[src/rtl/mult_pkg.sv]
// Shared constants and state encoding for the shift-and-add multiplier.
package mult_pkg;
   localparam int MULT_W = 8;
   localparam int CNT_W  = 3;

   typedef enum logic [1:0] {
      ST_IDLE = 2'd0,
      ST_CALC = 2'd1,
      ST_DONE = 2'd2
   } state_t;
endpackage : mult_pkg

[src/rtl/ripple8.sv]
// 8-bit ripple-carry adder: sum/co = a + b + cin.
module ripple8 (
   input  logic [7:0] a,
   input  logic [7:0] b,
   input  logic       cin,
   output logic [7:0] sum,
   output logic       co
);
   logic [8:0] c;

   assign c[0] = cin;

   // One full adder per bit; the carry ripples from bit 0 upwards.
   generate
      for (genvar gi = 0; gi < 8; gi++) begin : g_fa
         assign sum[gi]  = a[gi] ^ b[gi] ^ c[gi];
         assign c[gi+1]  = (a[gi] & b[gi]) | (c[gi] & (a[gi] ^ b[gi]));
      end
   endgenerate

   assign co = c[8];
endmodule : ripple8

[src/rtl/shift_add_mult8.sv]
// Sequential 8x8 unsigned multiplier: one add-and-shift step per cycle for
// 8 cycles, using a single ripple8 as the only adder. Valid/ready on both sides.
module shift_add_mult8
   import mult_pkg::*;
(
   input  logic                clk,
   input  logic                rst_n,
   input  logic                in_valid,
   output logic                in_ready,
   input  logic [MULT_W-1:0]   a,
   input  logic [MULT_W-1:0]   b,
   output logic                out_valid,
   input  logic                out_ready,
   output logic [2*MULT_W-1:0] p,
   output logic                busy
);
   state_t              state;
   logic [MULT_W-1:0]   mcand;
   logic [2*MULT_W-1:0] prod;
   logic [CNT_W-1:0]    cnt;

   logic [MULT_W-1:0]   addend;
   logic [MULT_W-1:0]   sum;
   logic                co;

   // Add the multiplicand into the high half only when the current multiplier bit is set.
   assign addend = prod[0] ? mcand : '0;

   ripple8 u_add (
      .a   (prod[2*MULT_W-1:MULT_W]),
      .b   (addend),
      .cin (1'b0),
      .sum (sum),
      .co  (co)
   );

   // The product register is only observed while out_valid is high, so it
   // drives p directly; it is held untouched throughout DONE.
   assign p = prod;

   // Control FSM, step counter and product shift register, with registered handshake outputs.
   always_ff @(posedge clk or negedge rst_n) begin
      if (!rst_n) begin
         state     <= ST_IDLE;
         mcand     <= '0;
         prod      <= '0;
         cnt       <= '0;
         in_ready  <= 1'b1;
         out_valid <= 1'b0;
         busy      <= 1'b0;
      end else begin
         case (state)
            ST_IDLE: begin
               if (in_valid && in_ready) begin
                  mcand    <= a;
                  prod     <= {{MULT_W{1'b0}}, b};
                  cnt      <= '0;
                  state    <= ST_CALC;
                  in_ready <= 1'b0;
                  busy     <= 1'b1;
               end
            end
            ST_CALC: begin
               // Carry out lands in bit 15 as the whole register shifts right.
               prod <= {co, sum, prod[MULT_W-1:1]};
               cnt  <= cnt + 3'd1;
               if (cnt == 3'd7) begin
                  state     <= ST_DONE;
                  out_valid <= 1'b1;
               end
            end
            ST_DONE: begin
               if (out_valid && out_ready) begin
                  state     <= ST_IDLE;
                  out_valid <= 1'b0;
                  busy      <= 1'b0;
                  in_ready  <= 1'b1;
               end
            end
            default: begin
               state     <= ST_IDLE;
               in_ready  <= 1'b1;
               out_valid <= 1'b0;
               busy      <= 1'b0;
            end
         endcase
      end
   end
endmodule : shift_add_mult8

[config.mk]
export PLATFORM = sky130hd
export DESIGN_NAME = shift_add_mult8
export DESIGN_NICKNAME = d
export VERILOG_FILES = /design/src/rtl/mult_pkg.sv /design/src/rtl/ripple8.sv /design/src/rtl/shift_add_mult8.sv
export SDC_FILE = /design/constraint.sdc
export NUM_CORES = 1
export LEC_CHECK = 0
export BUFFER_PORTS_ARGS = -buffer_cell sky130_fd_sc_hd__buf_2
export CELL_PAD_IN_SITES_DETAIL_PLACEMENT = 1
export CELL_PAD_IN_SITES_GLOBAL_PLACEMENT = 1
export CORE_UTILIZATION = 40
export DETAILED_ROUTE_END_ITERATION = 7
export PLACE_DENSITY_LB_ADDON = 0.1
export SYNTH_ARGS = -nofsm -noshare
export SYNTH_HDL_FRONTEND = slang
export SYNTH_SLANG_ARGS = --single-unit
export TNS_END_PERCENT = 1
[constraint.sdc]
create_clock -name clk -period 4.5 [get_ports clk]
set_input_delay 0.9 -clock clk [delete_from_list [all_inputs] [get_ports clk]]
set_output_delay 0.9 -clock clk [all_outputs]
set_load 0.01 [all_outputs]
* After elaboration in Yosys (flattened, before gate mapping) *
Cells that the tools add are included.

storage, ports and cells
  bits of input ports = 20
  logic and storage cells = 79
  output and inout port bits = 19
  bits in registers = 32

operators by class
  $add $sub $neg = 1
  reduce and logical (&&, ||, !) cells = 9
  equality and inequality tests = 6
  bitwise logic cells = 39
  mux-type cells = 17

operator list
  kind                 number
  $pmux 16 s2          1
  $mux 16              1
  $and 1x1->1          15
  $xor 1x1->1          15
  $pmux 1 s3           3
  $reduce_and 3->1     3
  $mux 8               1
  $or 1x1->1           7
  $mux 2               3
  $ne 2x2->1 const B   3
  $pmux 2 s3           1
  $pmux 3 s2           1
  $mux 1               5
  $reduce_and 2->1     2
  $add 3x1->3 const B  1
  $eq 3x3->1 const B   1
  $mux 3               1
  $eq 2x1->1 const B   1
  $eq 2x2->1 const B   1
  $logic_and 1x1->1    2
  $logic_not 2->1      1
  $not 1->1            2
  $reduce_bool 2->1    1

* Longest topological paths before layout *
Gate-level depths: netlist (run 1).

  word-level depth = 17
  mapped depth = 15
  depth with buffers taken out = 15

* Hierarchy *
Synthesis (run 1) repeated with hierarchy kept, for this count alone.

second synthesis, totals
  cells, all modules = 150
  area, all modules = 1614.0 µm²

by module, submodules not included
  module           seq. area each (µm²)  cells each  area an instance (µm²)  times used
  shift_add_mult8  802.0                 132         1416.4                  1
  ripple8          0.0                   18          197.7                   1

* Worst setup path after synthesis (run 1) *
OpenSTA, ideal clock, no wires.

  path kind = register to register
  start = reg prod[0] (netlist: p[0])
  end = reg prod[14] (netlist: p[14])
  path slack = 1282 ps
  setup time = 82 ps
  path buffers = 0
  arrival = 3135 ps
  cell stages (with the launch flop) = 16
  period minus slack after synthesis = 3218 ps
  data required time = 4418 ps
  cell sequence = dfrtp_1 and2_1 ha_1 inv_1 fa_1 inv_1 fa_1 fa_1 inv_1 fa_1 fa_1 inv_1 fa_1 inv_1 fa_1 o22ai_1

between the ends
  word-level cells in the longest chain between the ends = 16
  elaborated cells between the ends (all ways) = 29
  those cells by class = 2 x mux; 27 x bitwise

RTL lines
  item                                               RTL line               RTL
  start: declaration                                 shift_add_mult8.sv:19  logic [2*MULT_W-1:0] prod;
  start signal: assignment                           shift_add_mult8.sv:56  prod <= {{MULT_W{1'b0}}, b};
  start signal: assignment                           shift_add_mult8.sv:65  prod <= {co, sum, prod[MULT_W-1:1]};
  $mux 8 *                                           shift_add_mult8.sv:27  assign addend = prod[0] ? mcand : '0;
  $and 1x1->1 / $xor 1x1->1 (equally long branches)  ripple8.sv:17          assign c[gi+1] = (a[gi] & b[gi]) | (c[gi] & (a[gi] ^ b[gi]));
  $and 1x1->1                                        ripple8.sv:17
  $or 1x1->1                                         ripple8.sv:17
  $and 1x1->1                                        ripple8.sv:17
  $or 1x1->1                                         ripple8.sv:17
  $and 1x1->1                                        ripple8.sv:17
  $or 1x1->1                                         ripple8.sv:17
  $and 1x1->1                                        ripple8.sv:17
  $or 1x1->1                                         ripple8.sv:17
  $and 1x1->1                                        ripple8.sv:17
  $or 1x1->1                                         ripple8.sv:17
  $and 1x1->1                                        ripple8.sv:17
  $or 1x1->1                                         ripple8.sv:17
  $xor 1x1->1 *                                      ripple8.sv:16          assign sum[gi] = a[gi] ^ b[gi] ^ c[gi];
  $pmux 16 s2 *                                      shift_add_mult8.sv:52  case (state)

Mark *: on every way between the ends. The rest lies on a longest branch, timed or not.
A chain may end at the register's enable or synchronous reset.

* Worst setup path after layout (run 1) *
Ends and elaborated chain as after synthesis.

==> flow_summary.toml, run 1 <==
[outcome]
status = "completed"

[routing]
ant_nets = 0
avgViaCountPerCell = 5.02
drt_iter0_markers = 49
wl_per_cell_um = 13.7
drc = 0
vias = 1149
wl_um = 3150
dr.pass1.iters = 2

[pwr]
intPower_uw = 646
net-switching-power_uw = 342
irDropWorstVdd_mv = 0.235
p_clk_frac = 0.224
combPwrFrac = 0.302
p_sw_frac = 0.346
powerDensity_mw_per_mm2 = 527
p_leak_uw = 0.000902
p_seq_frac = 0.474

[global_route]
antenna_found_initial = 0
grt_pass1_vias = 1216
grt_max_degree = 33
grt_use_total = 0.179
grt-ovfl-total = 0
grt_pass1_wl_um = 5530

[cts]
cts_setup_buffers = 0
numCtsBuffers = 5
cts_tree = "yes"
cts_hold_buffers = 0
clock_path_buffers = 2
root_buffer = "clkbuf_8"
cts.sinks = 32
postCtsResizedCells = 0
clk_latency_ns = 0.27
clk_pin_slew_worst_paths_ns = 0.06
cts_htree_levels = 2

[synth]
yosys.area.top_type = "dfrtp_1"
syn-num-nets = 171
synth_compound_area_frac = 0.102
synth.mux.area_fraction = 0.108
synth_top_family_by_area = "simple AND/OR/NAND/NOR gates"
synth_top_area_share = 0.494
ys_seq_elements = 32
ys_types = 27
syn_area_mm2 = 0.00157
avgSynthCellArea_um2 = 11.1
yosys.area_share.simple = 0.113
synth_area_leaders = "dfrtp_1, fa_1, nand2_1, mux2_1, mux2i_1"
seq_area_frac_synth = 0.511
synth_xor_area_frac = 0
yosys_warnings = 0
synthCells = 141
synthAdderAreaFrac = 0.113

[sta]
hold_slack_ns = 0.480
max_freq_mhz = 294
finalHoldViolCount = 0
tightest_slew_ns = 0.742
fin_crit_sh = 0.756
drv_slew = 0
skew_ns = 0.00206
setup_tns_ns = 0
setup_viol = 0
slew_headroom = 0.505
rsz0062_at_grt = "false"
period_needed_ns = 3.40

[critical_path]
r2r_start = "p[0]$_DFFE_PN0P_"
regToRegSetupSlack_ns = 1.10
endpoint = "p[14]$_DFFE_PN0P_"
cp-startpoint = "p[0]$_DFFE_PN0P_"
cp-end-kind = "flop"
reg2regPathDepth = 15
worst_r2r_endpoint = "p[14]$_DFFE_PN0P_"
start_kind = "flop"
critPathRequiredTime_ns = 4.68
worst-path-max-fanout = 10
worstSetupPathType = "flop to flop"
cp.arrival_ns = 3.58

[placement]
dp_hpwl_um = 2280
io_buffers = 38
gp_congestion = 0.792

[min_path]
hold_class = "flop to flop"

[die]
die_x_um = 64.7
initial_utilization = 0.423
num_rows = 22
core_area_mm2 = 0.00372
top_level_ports = 39
die_h_um = 64.7
die-area_mm2 = 0.00418

[job]
cap_viol_max_count = 0

[cells_and_area]
fin_util = 0.504
layout-drive-gt1-share = 0.254
nets = 210
syn_to_final_growth_pct = 19.3
antennaDiodeCount = 0
==> synthesized netlist by cell type <==
cell type,number
o22ai_1,6
nor2_1,2
and2b_1,1
fa_1,7
nand2_1,28
buf_6,2
o2bb2ai_1,1
and4bb_1,1
nor2b_1,1
dfrtp_1,31
nand3b_1,1
dfstp_2,1
buf_2,3
mux2i_1,8
o22a_1,1
nand2b_1,1
inv_1,10
ha_1,3
clkbuf_1,2
o21ai_1,12
o21ai_0,1
a22oi_1,1
o21bai_1,1
a21oi_1,2
mux2_1,8
o31ai_1,2
and2_1,4
==> metal layers <==
layer  vias to the layer above  wire (µm)  global-route usage
met1                       568       1420               0.228
met5                         -          0                   0
met2                        26       1520               0.276
met4                         0         57              0.0833
li1                        550          -                   -
met3                         5        143              0.0581
==> power groups by stage <==
| stage | clock, µW | combinational (µW) | sequential (µW) |
|---|---|---|---|
| floorplan | 0 | 180 | 479 |
| global placement | 0 | 291 | 470 |
| detailed placement | 0 | 303 | 476 |
| CTS | 232 | 307 | 471 |
| global route | 244 | 343 | 484 |
| finish | 221 | 298 | 468 |
==> state kept, by name (all words and copies together), names as in the netlist <==
name / flops
out_valid: 1
busy: 1
state: 2
in_ready: 1
p: 16
cnt: 3
mcand: 8
==> how the worst min path moves through the flow <==
stage | depth (start not counted) | end | start | slack (ns)
after floorplan | 1 | mcand[3]$_DFFE_PN0P_ | mcand[3]$_DFFE_PN0P_ | 0.45
after global placement | 1 | mcand[0]$_DFFE_PN0P_ | mcand[0]$_DFFE_PN0P_ | 0.47
after detailed placement | 1 | mcand[2]$_DFFE_PN0P_ | mcand[2]$_DFFE_PN0P_ | 0.47
after CTS | 1 | mcand[2]$_DFFE_PN0P_ | mcand[2]$_DFFE_PN0P_ | 0.49
after global routing | 1 | mcand[2]$_DFFE_PN0P_ | mcand[2]$_DFFE_PN0P_ | 0.51
final | 1 | mcand[2]$_DFFE_PN0P_ | mcand[2]$_DFFE_PN0P_ | 0.48
==> worst max-delay path: stages (launching register included) <==
cell and delay (ns):
dfrtp_1 0.46, and2_1 0.18, ha_1 0.17, inv_1 0.06, fa_1 0.16, inv_1 0.05
fa_1 0.37, fa_1 0.37, inv_1 0.07, fa_1 0.17, fa_1 0.17, inv_1 0.05
fa_1 0.35, inv_1 0.08, fa_1 0.41, o22ai_1 0.20
==> cell type report <==
type | instances | area [µm²]
repair buffers | 39 | 198
multi-input cells | 92 | 686
well taps | 48 | 60.1
clock buffers | 8 | 90.1
flip-flops and latches | 32 | 802
inverters | 10 | 37.5
fillers | 447 | 1840
==> placed cells by master, fill, tap and decap left out, types with 3 or more instances in the layout <==
cell type and instances:
inv_1 10, clkbuf_8 6, and2_1 4, mux2_1 8, o21ai_1 12, fa_1 7, buf_2 38, o22ai_1 6
ha_1 3, dfrtp_1 31, mux2i_1 8, nand2_1 28
==> cell families (layout without fill, tap and decap cells) <==
logic type | count (synthesis) | in the layout
and+or+nand+nor | 39 | 39
DFF | 32 | 32
AOI/OAI and AO/OA | 27 | 27
buffers and inverters | 17 | 57
muxes | 16 | 16
adders and majority gates | 10 | 10
==> through the flow <==
stage / instances / setup slack (ns) / power (µW) / area, µm²
5_1_grt: 229 / 0.881 / 1070 / 1870
3_5_place_dp: 221 / 1.12 / 779 / 1780
6_report: 229 / 1.10 / 987 / 1870
4_1_cts: 229 / 1.08 / 1010 / 1870
2_1_floorplan: 141 / 1.28 / 659 / 1570
3_3_place_gp: 221 / 1.23 / 761 / 1780
Note: power is estimated with default switching activity, not from simulation.
==> run 2: changes to the inputs <==
Settings changed: CORE_UTILIZATION 40 to 36.
Clock period 4.5 ns to 3 ns, I/O delays scaled along.
==> flow_summary.toml, run 2 (synthesis results as in run 1) <==
[routing]
wl_per_cell_um = 15.5
vias = 1165
drt_iter0_markers = 86
dr.pass1.iters = 4
avgViaCountPerCell = 5.00
drc = 0
ant_nets = 0
wl_um = 3620

[global_route]
grt-ovfl-total = 0
grt_pass1_wl_um = 5740
grt_pass1_vias = 1210
antenna_found_initial = 0
grt_use_total = 0.175
grt_max_degree = 33

[die]
num_rows = 23
die_h_um = 68.0
die_x_um = 68.0
top_level_ports = 39
initial_utilization = 0.384
core_area_mm2 = 0.00409
die-area_mm2 = 0.00463

[sta]
setup_slack_ns = -0.259
skew_ns = 0.00744
drv_slew = 0
finalHoldViolCount = 0
max_freq_mhz = 307
setup_tns_ns = -0.406
setup_viol = 2
period_needed_ns = 3.26
fin_crit_sh = 1.09
slew_headroom = 0.476
tightest_slew_ns = 0.786
rsz0062_at_grt = "true"

[placement]
gp_congestion = 0.725
dp_hpwl_um = 2570
io_buffers = 38
post-place-ws_ns = -0.238

[critical_path]
r2r_start = "p[0]$_DFFE_PN0P_"
worst_r2r_endpoint = "p[14]$_DFFE_PN0P_"
worst_path_largest_cell_delay_ns = 0.42
slowest_stage = "fa_1"
reg2regPathDepth = 15
cp_top_family = "adder cells"
start_kind = "flop"
cp.arrival_ns = 3.46
regToRegSetupSlack_ns = -0.26
worstPathCellList = "and2_4 -> ha_4 -> inv_2 -> fa_2 -> inv_2 -> fa_2 -> fa_2 -> inv_2 -> fa_2 -> fa_2 -> inv_2 -> fa_2 -> inv_2 -> fa_1 -> o22ai_1"
worst-path-max-fanout = 2
crit_top_cell = "fa_2"
critPathRequiredTime_ns = 3.20
cp-end-kind = "flop"
path_buf_inv = 5
worstSetupPathType = "flop to flop"

[outcome]
status = "complete, but fails checks"
violations = "negative setup slack"

[cells_and_area]
layout-drive-gt1-share = 0.339
syn_to_final_growth_pct = 22.4
final_common_cell = "buf_2"
largest_reg_flops = 16
final_cell_mix = "buf_2, dfrtp_1, nand2_1, o21ai_1"
nets = 212
fin_util = 0.470
antennaDiodeCount = 0

[pwr]
p_leak_uw = 0.000902
powerDensity_mw_per_mm2 = 802
irDropWorstVdd_mv = 0.318

[cts]
numCtsBuffers = 5
root_buffer = "clkbuf_8"
clk_latency_ns = 0.28
clk_pin_slew_worst_paths_ns = 0.07
cts_hold_buffers = 0
cts_tree = "yes"
cts.sinks = 32
cts_setup_buffers = 0
cts_htree_levels = 2
clock_path_buffers = 2

[min_path]
hold_class = "primary input to asynchronous set/reset pin"

[job]
cap_viol_max_count = 0
[run 2: cell types whose count changed in the layout (fill, tap and decap cells not counted), sizes merged]
cell / change
buf: +2
[run 2: metrics by stage]
| stage | cell area (µm²) | cells | power, µW | hold slack [ns] |
|---|---|---|---|---|
| after CTS | 1900 | 233 | 1560 | 0.404 |
| after detailed placement | 1810 | 225 | 1210 | 0.482 |
| after floorplan | 1580 | 141 | 992 | 0.304 |
| after global placement | 1810 | 225 | 1160 | 0.461 |
| after global routing | 1920 | 233 | 1680 | 0.417 |
| final | 1920 | 233 | 1540 | 0.373 |
[run 2: worst max path at each step]
stage	from	endpoint	slack, ns	cells after the start
after floorplan	p[0]$_DFFE_PN0P_	p[14]$_DFFE_PN0P_	-0.15	15
after global placement	p[0]$_DFFE_PN0P_	p[14]$_DFFE_PN0P_	-0.12	15
final	p[0]$_DFFE_PN0P_	p[14]$_DFFE_PN0P_	-0.26	15
after CTS	mcand[0]$_DFFE_PN0P_	p[14]$_DFFE_PN0P_	-0.26	15
after global routing	p[0]$_DFFE_PN0P_	p[14]$_DFFE_PN0P_	-0.38	15
after detailed placement	p[0]$_DFFE_PN0P_	p[14]$_DFFE_PN0P_	-0.24	15
[run 2: repair_timing]
| action | 4_1_cts | 5_1_grt |
|---|---|---|
| pin swaps | 0 | 5 |
| resized for setup | 0 | 10 |
| setup endpoints to repair | 3 | 3 |
[run 2: metal layers]
layer  track usage  share of wire  wire length [µm]  vias to the layer above
li1              -              -                 -                      553
met1         0.210           0.43              1560                      575
met2         0.286           0.51              1840                       31
met3        0.0533          0.047               171                        6
met4        0.0781          0.015                53                        0
met5             0              0                 0                        -
[run 2: report_power, final]
| group | internal, µW | switching, µW | leakage (µW) |
|---|---|---|---|
| clock network | 187 | 154 | 0.0000455 |
| logic | 216 | 286 | 0.000452 |
| registers | 588 | 111 | 0.000405 |
[run 2: cell type report]
cell class,instances,area [µm²]
fillers,472,2160
flip-flops and latches,32,803
repair buffers,41,213
multi-input cells,92,716
clock buffers,8,90.1
inverters,10,37.5
well taps,50,62.6
==> run 3: changes to the inputs <==
Settings changed: CAP_MARGIN set to 0, PLACE_DENSITY set to 0.75, PLACE_DENSITY_LB_ADDON 0.1 to not set.
==> flow_summary.toml, run 3 (synthesis results as in run 1) <==
[outcome]
status = "complete, but fails checks"
violations = "negative setup slack"

[cells_and_area]
fillers = 485
syn_to_final_growth_pct = 21.0
fin_cells = 233
final_cell_mix = "buf_2, dfrtp_1, nand2_1, o21ai_1, inv_1"
final_common_cell = "buf_2"
antennaDiodeCount = 0
nets = 212
layout-drive-gt1-share = 0.290
largest_reg_flops = 16

[cts]
cts_hold_buffers = 0
cts_setup_buffers = 0
postCtsResizedCells = 0
cts.sinks = 32
root_buffer = "clkbuf_8"
clk_latency_ns = 0.28
cts_htree_levels = 2
clock_path_buffers = 2
numCtsBuffers = 5
cts_tree = "yes"
clk_pin_slew_worst_paths_ns = 0.07

[global_route]
grt_pass1_vias = 1208
grt_use_total = 0.173
grt_max_degree = 33
grt-ovfl-total = 0
grt_pass1_wl_um = 5690
antenna_found_initial = 0

[sta]
max_freq_mhz = 314
slew_headroom = 0.493
tightest_slew_ns = 0.760
setup_viol = 2
finalHoldViolCount = 0
setup_slack_ns = -0.184
rsz0062_at_grt = "true"
period_needed_ns = 3.18
fin_crit_sh = 1.06
skew_ns = 0.00484
drv_slew = 0

[critical_path]
path_buf_inv = 5
reg2regPathDepth = 15
cp_top_family = "adder cells"
r2r_start = "p[0]$_DFFE_PN0P_"
slowest_stage = "fa_1"
worst_path_largest_cell_delay_ns = 0.41
cp-end-kind = "flop"
cp.arrival_ns = 3.38
worstPathCellList = "and2_1 -> ha_1 -> inv_1 -> fa_1 -> inv_1 -> fa_2 -> fa_2 -> inv_2 -> fa_2 -> fa_1 -> inv_1 -> fa_1 -> inv_1 -> fa_1 -> o22ai_1"
worstSetupPathType = "flop to flop"
start_kind = "flop"
regToRegSetupSlack_ns = -0.18
worst_r2r_endpoint = "p[14]$_DFFE_PN0P_"
critPathRequiredTime_ns = 3.20
worst-path-max-fanout = 2

[routing]
wl_um = 3320
drc = 0
dr.pass1.iters = 4
ant_nets = 0
drt_iter0_markers = 30
vias = 1165
wl_per_cell_um = 14.2
avgViaCountPerCell = 5.00

[job]
cap_viol_max_count = 0

[die]
die_h_um = 68.0
top_level_ports = 39
initial_utilization = 0.384
core_area_mm2 = 0.00409
die_x_um = 68.0
die-area_mm2 = 0.00463
num_rows = 23

[min_path]
hold_class = "primary input to asynchronous set/reset pin"

[pwr]
powerDensity_mw_per_mm2 = 797
p_leak_uw = 0.000907
irDropWorstVdd_mv = 0.378

[placement]
placed_cells = 225
io_buffers = 38
post-place-ws_ns = -0.184
dp_hpwl_um = 2410
gp_congestion = 0.777
run 3: cell counts in the layout (fill, tap and decap cells not counted):
Identical to the previous run, type by type.
run 3: stage by stage:
step,hold WS [ns],TNS (ns),total power [µW],util,instance area [µm²]
final,0.375,-0.247,1510,0.465,1900
after global routing,0.428,-0.774,1650,0.465,1900
after CTS,0.393,-0.356,1550,0.465,1900
after detailed placement,0.477,-0.278,1190,0.443,1810
after global placement,0.463,-0.157,1150,0.443,1810
after floorplan,0.304,-0.217,992,-,1580
run 3: per-layer routing:
metal  GRT usage  share of wire  up-vias
met4      0.0625          0.015        0
met5           0              0        -
li1            -              -      553
met3      0.0550          0.040        5
met1       0.216           0.44      586
met2       0.278           0.50       21
run 3: layout make-up:
type | count | area, µm² | share of cell area
sequential | 32 | 803 | 0.423
multi-input combinational | 92 | 693 | 0.365
timing repair buffer | 41 | 213 | 0.112
clock buffer | 8 | 90.1 | 0.0474
tap | 50 | 62.6 | 0.0329
inverter | 10 | 37.5 | 0.0198
run 3: worst max-delay path by stage:
| stage | startpoint | end | slack (ns) | cells past startpoint |
|---|---|---|---|---|
| 4_1_cts | p[0]$_DFFE_PN0P_ | p[14]$_DFFE_PN0P_ | -0.23 | 15 |
| 3_5_place_dp | p[0]$_DFFE_PN0P_ | p[14]$_DFFE_PN0P_ | -0.18 | 15 |
| 2_1_floorplan | p[0]$_DFFE_PN0P_ | p[14]$_DFFE_PN0P_ | -0.15 | 15 |
| 3_3_place_gp | p[0]$_DFFE_PN0P_ | p[14]$_DFFE_PN0P_ | -0.12 | 15 |
| 5_1_grt | p[0]$_DFFE_PN0P_ | p[14]$_DFFE_PN0P_ | -0.38 | 15 |
| 6_report | p[0]$_DFFE_PN0P_ | p[14]$_DFFE_PN0P_ | -0.18 | 15 |
run 3: where the power goes:
| part | total, µW | internal (µW) | switching (µW) | leakage, µW |
|---|---|---|---|---|
| sequential | 691 | 588 | 103 | 0.000405 |
| combinational | 480 | 208 | 271 | 0.000457 |
| clock | 343 | 187 | 156 | 0.0000455 |
run 3: worst register-to-register path: cells and delay by family, from the launching register on:
| family | cells | cell delay (ns) |
|---|---|---|
| and+or+nand+nor | 1 | 0.16 |
| adders and majority gates | 8 | 2.10 |
| DFF | 1 | 0.40 |
| AOI/OAI and AO/OA | 1 | 0.15 |
| buffers and inverters | 5 | 0.30 |
